## config.mk

```make
export PLATFORM = sky130hd
export DESIGN_NAME = shreg_sequencer
export DESIGN_NICKNAME = d
export VERILOG_FILES = /design/src/rtl/shreg_sequencer.sv
export SDC_FILE = /design/constraint.sdc
export NUM_CORES = 1
export LEC_CHECK = 0
export BUFFER_PORTS_ARGS = -buffer_cell sky130_fd_sc_hd__buf_2
export CAP_MARGIN = 5
export CORE_MARGIN = 4
export CORE_UTILIZATION = 50
export DETAILED_ROUTE_END_ITERATION = 12
export PLACE_DENSITY = 0.79
export SYNTH_ARGS = -nofsm -noshare
export SYNTH_HDL_FRONTEND = slang
export SYNTH_SLANG_ARGS = --single-unit
export TNS_END_PERCENT = 30
```

## constraint.sdc

```tcl
create_clock -name CLOCK -period 2.18 [get_ports CLOCK]
set_input_delay 0.327 -clock CLOCK [delete_from_list [all_inputs] [get_ports CLOCK]]
set_output_delay 0.327 -clock CLOCK [all_outputs]
set_load 0.03 [all_outputs]
```

## src/rtl/shreg_sequencer.sv

```systemverilog
// shreg_sequencer: command sequencer for a universal shift register (load/shift/capture); SHREG_ROTATE_EN adds cmd_rotate
module shreg_sequencer #(
  parameter int WIDTH = 8,
  parameter int CNT_W = 4
) (
  input  logic             CLOCK,
  input  logic             RESET,
  input  logic             cmd_valid,
  output logic             cmd_ready,
  input  logic [1:0]       cmd_op,
  input  logic             cmd_dir,
  input  logic [CNT_W-1:0] cmd_count,
  input  logic             cmd_fill,
  input  logic [WIDTH-1:0] cmd_data,
`ifdef SHREG_ROTATE_EN
  input  logic             cmd_rotate,
`endif
  input  logic [WIDTH-1:0] reg_q,
  output logic [1:0]       reg_ctrl,
  output logic             reg_en,
  output logic [WIDTH-1:0] reg_d,
  output logic             reg_sin,
  output logic [WIDTH-1:0] out_bits,
  output logic             busy,
  output logic             done
);
  typedef enum logic [1:0] {IDLE, LOAD, SHIFT, DONE} state_t;
  state_t           state_q, state_d;
  logic [CNT_W-1:0] cnt_q, cnt_d, cnt_cl;
  logic [1:0]       op_q, op_d;
  logic             dir_q, dir_d, fill_q, fill_d, rot_q, rot_d, act, accept, sin_v;
  logic [WIDTH-1:0] data_q, data_d, out_q, out_d;
  assign act      = ~RESET;
  assign accept   = cmd_valid & cmd_ready;
  assign cnt_cl   = (cmd_count > CNT_W'(WIDTH)) ? CNT_W'(WIDTH) : cmd_count;
  assign out_bits = out_q;
  // state, counter, latched command and captured bits
  always_ff @(posedge CLOCK) begin
    if (RESET) begin
      state_q <= IDLE;
      cnt_q   <= '0;
      op_q    <= '0;
      dir_q   <= 1'b0;
      fill_q  <= 1'b0;
      rot_q   <= 1'b0;
      data_q  <= '0;
      out_q   <= '0;
    end else begin
      state_q <= state_d;
      cnt_q   <= cnt_d;
      op_q    <= op_d;
      dir_q   <= dir_d;
      fill_q  <= fill_d;
      rot_q   <= rot_d;
      data_q  <= data_d;
      out_q   <= out_d;
    end
  end
  // next state: latch on accept, step the shift counter and capture the outgoing bit
  always_comb begin
    state_d = state_q;
    cnt_d   = cnt_q;
    op_d    = op_q;
    dir_d   = dir_q;
    fill_d  = fill_q;
    rot_d   = rot_q;
    data_d  = data_q;
    out_d   = out_q;
    case (state_q)
      IDLE: if (accept) begin
        op_d    = cmd_op;
        dir_d   = cmd_dir;
        fill_d  = cmd_fill;
        data_d  = cmd_data;
        cnt_d   = cnt_cl;
        out_d   = '0;
`ifdef SHREG_ROTATE_EN
        rot_d   = cmd_rotate;
`endif
        state_d = !cmd_op[0] ? LOAD : (cmd_op == 2'b01 && cnt_cl != '0) ? SHIFT : DONE;
      end
      LOAD: state_d = (op_q == 2'b10 && cnt_q != '0) ? SHIFT : DONE;
      SHIFT: begin
        out_d   = dir_q ? {reg_q[0], out_q[WIDTH-1:1]} : {out_q[WIDTH-2:0], reg_q[WIDTH-1]};
        cnt_d   = cnt_q - 1'b1;
        state_d = (cnt_q == CNT_W'(1)) ? DONE : SHIFT;
      end
      default: state_d = IDLE;
    endcase
  end
  // Moore outputs, all forced low while RESET is held
  always_comb begin
    sin_v     = rot_q ? (dir_q ? reg_q[0] : reg_q[WIDTH-1]) : fill_q;
    cmd_ready = act && state_q == IDLE;
    busy      = act && state_q != IDLE;
    done      = act && state_q == DONE;
    reg_en    = act && (state_q == LOAD || state_q == SHIFT);
    reg_ctrl  = !act ? 2'b00 : state_q == LOAD ? 2'b10 : state_q == SHIFT ? {dir_q, 1'b1} : 2'b00;
    reg_d     = (act && state_q == LOAD) ? data_q : '0;
    reg_sin   = act & sin_v;
  end
endmodule

```

After elaboration in Yosys (flattened, before gate mapping). Cells that the tools add are included.

Register bits: 26. Logic and storage cells: 50.

Add/subtract/negate cells: 1. Order comparisons: 1. Eq/ne operators: 7. Mux-type cells: 16. Bitwise gates (word level): 3. Reduce and logical (&&, ||, !) cells: 15.

Operators with widths (number): $mux 8 (3); $pmux 8 s2 (1); $mux 2 (5); $mux 4 (2); $pmux 4 s2 (1); $reduce_bool 4->1 (2); $logic_and 1x1->1 (7); $eq 2x2->1 const B (3); $pmux 2 s3 (1); $eq 2x1->1 const B (2); $eq 4x1->1 const B (1); $gt 4x4->1 const B (1); $reduce_and 2->1 (2); $reduce_bool 2->1 (2); $sub 4x1->4 const B (1); $mux 1 (3); $and 1x1->1 (2); $logic_not 2->1 (1); $ne 2x2->1 const B (1); $logic_or 1x1->1 (1); $not 1->1 (1).

Longest topological paths before layout. Gate-level depths: netlist of run 1.

Depth in word-level cells: 8. Depth in mapped cells: 8.

Worst setup path before layout of run 1. Ideal clock, no wire load.

Path kind: register -> output. From: register state_q[0]. To: output port reg_ctrl[1]. Arrival: 1.526 ns. Data required time: 1.853 ns. Slack: 0.327 ns. Cell stages (with the launch flop): 7. Cell sequence: dfxtp_1 inv_1 ha_1 buf_2 buf_4 a21oi_1 nor2_1.

Cells in the longest elaborated chain, start to end: 4. Elaborated cells between the ends (all ways): 5. Those cells by class: 2 x eq/ne; 3 x mux.

RTL lines: start, declared (line 28) `state_t state_q, state_d;`; start signal, assigned (line 49) `state_q <= state_d;`; $eq 2x2->1 (line 98) `reg_ctrl = !act ? 2'b00 : state_q == LOAD ? 2'b10 : state_q == SHIFT ? {dir_q, 1'b1} : 2'b00;`; $mux 2 (line 98); $mux 2 * (2 in a row) (line 98); end, declared (line 19) `output logic [1:0] reg_ctrl,`.

Mark *: on every way between the ends. The rest lies on a longest branch, timed or not.

Worst setup path after layout of run 1. Ends and elaborated chain as after synthesis.

==> results.yml, run 1 <==
outcome:
  status: "finished, final reports clean"
sta:
  hold_violations: 0
  relSlewSlack_pct: 64.5
  clock_skew_ns: 0.00525
  rsz0062_at_grt: "no"
  setup-violations-final: 0
  worst_pin_slew_ns: 0.532
  fmax_mhz: 513
  maxSlewViolCount: 0
  fin_tns_setup_ns: 0
  period_share_pct: 89.3
  min_period_ns: 1.95
  fin_ws_ns: 0.232
synth:
  synth_top_family_by_area: "simple AND/OR/NAND/NOR gates"
  synthCells: 177
  ys_top_cells_by_area: "dfxtp_1 (34%), nand2_1 (8.1%), ha_1 (7.4%)"
  yosys.area_share.simple_pct: 25.8
  synth_common_cells: "nand2_1 (33), dfxtp_1 (26), o21ai_0 (14)"
  synth_edf_count: 0
  synth.avg_cell_area_um2: 8.62
  yosys_warnings: 0
  synth_compound_gate_area_share_pct: 18.7
  synthAdderAreaFrac_pct: 7.38
  synth_area_um2: 1530
  yosysMostFrequentCell: "nand2_1"
  synthXorXnorAreaFrac_pct: 0
  syn_nets: 213
  yosysSeqAreaShare_pct: 34.1
  ys_async_sr_fraction_pct: 0
  synth_mux_area_share_pct: 6.64
  synth_area_leader_cell: "dfxtp_1"
  synth-seq-cells: 26
  synth_flop_cell: "dfxtp_1"
  synth_cell_types: 37
  synth_top_area_share_pct: 34.1
global_routing:
  grt_overflow: 0
  grt_max_degree: 24
  grt_pass1_wl_um: 5130
  grt_pass1_vias: 1177
  antenna_found_initial: 0
  grt_usage_pct: 15.7
detailed_routing:
  dr_total_vias: 1252
  via_per_inst: 5.11
  ant_nets: 0
  wl_per_cell_um: 12.6
  drc: 0
  routed_wl_um: 3080
  first_pass_iters: 3
  drtIter0Drc: 30
layout:
  drive_above_1_share_pct: 37.9
  utilization_pct: 61.8
  fin_nets: 252
  area.growth.synth_to_final_pct: 14.6
  fillers: 252
  stdcell_area_um2: 1750
  seqCellArea_um2: 520
  multi_input_area_um2: 896
  n_antenna_cell: 0
worst_setup_path:
  path_delay_family: "flip-flops"
  slowest_delay_ns: 0.37
  crit_chain: "inv_1 -> ha_2 -> a21oi_1 -> nor2_1 -> buf_2"
  crit_path_end_kind: "output port"
  cp-start-kind: "register"
  worstSetupPathType: "reg -> out"
  cp_max_fo: 11
  crit_required_ns: 1.85
  path_buf_inv: 2
  cp.arrival_ns: 1.62
  cp_slowest_cell: "dfxtp_1"
clock_network:
  cts_max_level: 1
  cts_hold_repair.buffers: 0
  clk_pin_slew_ns: 0.13
  numCtsBuffers: 3
  cts.path.max_buffers: 2
  root_buffer: "clkbuf_4"
  postCtsSetupBuffers: 0
  cts_sinks: 26
  cts_tree: "built"
  worst_skew_pair.late_latency_ns: 0.32
place:
  dp_hpwl_um: 2260
  placed_area_um2: 1720
  io_buffers: 43
  gp_congestion: 0.812
  place_ws_ns: 0.274
floorplan:
  io_pins: 50
  die_w_um: 63.3
  dieArea_um2: 4000
  row_count: 19
  die_h_um: 63.3
  initial_core_util_pct: 54.0
  placeableCoreArea_um2: 2830
pwr:
  total_power_uw: 1540
  leakagePower_uw: 0.000780
  irDropWorstVdd_uv: 490
  p_per_area_nw_per_um2: 878
flow_run:
  maxCapViolCount: 0
worst_hold_path:
  hold_path_class: "in -> reg"
[area by class of cell]
cell class	count	area share, %
Clock buffer	3	1.29
Multi-Input combinational cell	131	51.2
Tap cell	31	2.22
Sequential cell	26	29.8
Inverter	7	1.50
Timing Repair Buffer	47	14.0
[path summary, 6_finish.rpt]
check	startpoint	endpoint	slack (ns)	cells past startpoint
worst min-delay path	cmd_data[3]	data_q[3]$_SDFFE_PP0P_	0.19	3
worst max register to register	state_q[0]$_SDFFE_PP0P_	fill_q$_SDFFE_PP0P_	0.36	5
worst min register to register	op_q[0]$_SDFFE_PP0P_	op_q[0]$_SDFFE_PP0P_	0.48	2
worst max-delay path	state_q[0]$_SDFFE_PP0P_	reg_ctrl[1]	0.23	5
[through the flow]
step / hold slack [ns] / instances
floorplan: 0.432 / 177
global placement: 0.444 / 242
detailed placement: 0.456 / 242
CTS: 0.182 / 245
global route: 0.189 / 245
finish: 0.193 / 245
[tightest hold or removal path: cells and delay by family]
kind,cells,cell delay [ns]
buffers and inverters,1,0.08
AOI/OAI and AO/OA,1,0.05
and+or+nand+nor,1,0.04
[registers in the layout (all words and copies together), names as in the netlist]
register	cells
out_bits	8
state_q	2
data_q	8
dir_q	1
cnt_q	4
op_q	2
fill_q	1
[per-layer routing]
metal | share of wire, % | global-route usage [%]
met4 | 0.91 | 4.31
met1 | 47 | 19.2
met2 | 48 | 26.9
met5 | 0 | 0
met3 | 4.7 | 4.26
[cells by family after synthesis]
family                     after synthesis
AOI/OAI and AO/OA                       40
DFF                                     26
and+or+nand+nor                         73
buffers and inverters                   20
muxes                                    9
adders and majority gates                9
[where the power goes]
part / switching, uW / internal, uW
registers: 62.8 / 552
clock network: 136 / 64.8
logic: 454 / 266
total: 653 / 883
[timing repair]
item	in CTS	in global routing
hold endpoints to repair	0	0
gates resized for setup	0	1
endpoints found under the setup margin	0	1
[cell usage in the layout, fill, tap and decap left out, types with 3 or more instances in the layout]
cell      instances
buf_2            43
nand2_1          33
nand3_2           8
nor2b_1           7
and3_1            9
nor2_1            4
o21ai_0          14
a21oi_2           9
ha_1              8
clkbuf_4          3
a21oi_1           5
mux2_2            9
inv_1             7
dfxtp_1          26
buf_4             4
No activity file was read; power rests on OpenSTA's default activity.
==> inputs of run 2 (changes only) <==
Settings changed: PLACE_DENSITY 0.79 to not set, PLACE_DENSITY_LB_ADDON set to 0.3.
==> results.yml, run 2 (synthesis gave the netlist of run 1 again) <==
clock_network:
  cts_tree: "built"
  cts_sinks: 26
  worst_skew_pair.late_latency_ns: 0.33
  cts_resized: 0
  root_buffer: "clkbuf_4"
  cts_hold_repair.buffers: 0
  cts.path.max_buffers: 2
  clk_pin_slew_ns: 0.14
  numCtsBuffers: 3
  postCtsSetupBuffers: 0
  cts_max_level: 1
worst_setup_path:
  endpoint: "reg_ctrl[1]"
  cp_max_fo: 10
  rr_worst_depth: 7
  r2r-start: "state_q[0]$_SDFFE_PP0P_"
  cp-start-kind: "register"
  r2r_end: "cnt_q[0]$_SDFFE_PP0P_"
  worstSetupPathType: "reg -> out"
  startpoint: "state_q[0]$_SDFFE_PP0P_"
  crit_path_end_kind: "output port"
  r2r_slack_ns: 0.31
  crit_required_ns: 1.85
  cp.arrival_ns: 1.65
place:
  dp_hpwl_um: 2420
  gp_congestion: 0.830
  io_buffers: 43
sta:
  fin_tns_setup_ns: 0
  setup-violations-final: 0
  hold_violations: 0
  period_share_pct: 90.9
  min_period_ns: 1.98
  maxSlewViolCount: 0
  clock_skew_ns: 0.000997
  worst_pin_slew_ns: 0.515
  rsz0062_at_grt: "no"
  relSlewSlack_pct: 65.6
  fmax_mhz: 505
pwr:
  internal_power_uw: 1000
  irDropWorstVdd_uv: 634
  clkPwrFrac_pct: 20.1
  leakagePower_uw: 0.000794
  total_power_uw: 1680
  switchingPower_uw: 674
  p_per_area_nw_per_um2: 942
  netSwitchingFraction_pct: 40.2
  pwr-share-comb_pct: 43.0
  pwr-share-seq_pct: 36.9
floorplan:
  dieArea_um2: 4000
  row_count: 19
  io_pins: 50
  placeableCoreArea_um2: 2830
  initial_core_util_pct: 54.0
  die_h_um: 63.3
  die_w_um: 63.3
detailed_routing:
  wl_per_cell_um: 13.2
  drc: 0
  routed_wl_um: 3260
  drtIter0Drc: 57
  first_pass_iters: 4
  via_per_inst: 5.43
  dr_total_vias: 1336
  ant_nets: 0
global_routing:
  grt_pass1_vias: 1323
  grt_usage_pct: 17.4
  grt_overflow: 0
  grt_pass1_wl_um: 5710
  antenna_found_initial: 0
  grt_max_degree: 22
layout:
  drive_above_1_share_pct: 38.1
  final_cell_mix: "buf_2 (43), nand2_1 (33), dfxtp_1 (26)"
  area.growth.synth_to_final_pct: 16.6
  n_antenna_cell: 0
  fillers: 267
  layout_commonest_cell: "buf_2"
  fin_nets: 252
worst_hold_path:
  hold_path_class: "in -> reg"
  hold_start: "cmd_data[4]"
outcome:
  status: "finished, final reports clean"
flow_run:
  maxCapViolCount: 0
run 2: cell types whose count changed in the layout (fill, tap and decap cells not counted):
cell and change:
bufinv_16 +1
run 2: worst min path at each step:
stage | end | slack [ns] | cells past startpoint
floorplan | op_q[0]$_SDFFE_PP0P_ | 0.43 | 2
global placement | op_q[0]$_SDFFE_PP0P_ | 0.44 | 2
detailed placement | data_q[2]$_SDFFE_PP0P_ | 0.46 | 2
CTS | data_q[2]$_SDFFE_PP0P_ | 0.18 | 3
global route | data_q[1]$_SDFFE_PP0P_ | 0.17 | 3
finish | data_q[4]$_SDFFE_PP0P_ | 0.18 | 3
run 2: critical path: stages (launching register included):
cell and delay [ns]:
dfxtp_1 0.38, inv_1 0.14, ha_2 0.36, a21oi_1 0.11, nor2_1 0.11, buf_2 0.20
run 2: metrics by stage:
stage	area (um^2)	util (%)	std cells	worst slack (ns)	hold WS, ns
2_1_floorplan	1530	-	177	0.327	0.432
3_3_place_gp	1720	60.9	242	0.365	0.441
3_5_place_dp	1720	60.9	242	0.285	0.457
4_1_cts	1780	62.8	246	0.0285	0.177
5_1_grt	1780	62.9	246	0.0356	0.171
6_report	1780	62.9	246	0.199	0.182
run 2: cell type report:
cell class	count	area (um^2)	area share [%]
multi-input cells	131	896	50.4
flip-flops and latches	26	520	29.3
repair buffers	47	245	13.8
well taps	31	38.8	2.18
clock inverters	1	30.0	1.69
inverters	7	26.3	1.48
clock buffers	3	22.5	1.27
run 2: power by group through the flow:
stage	logic (uW)	registers, uW	clock network, uW
final	721	619	336
after CTS	722	619	343
after global placement	699	624	0
after detailed placement	719	629	0
after global routing	808	632	365
after floorplan	615	605	0
run 2: layer usage:
layer,routed length (um),global-route usage [%]
met1,1440,20.0
met2,1610,31.4
met3,152,3.20
met4,47,7.28
met5,0,0
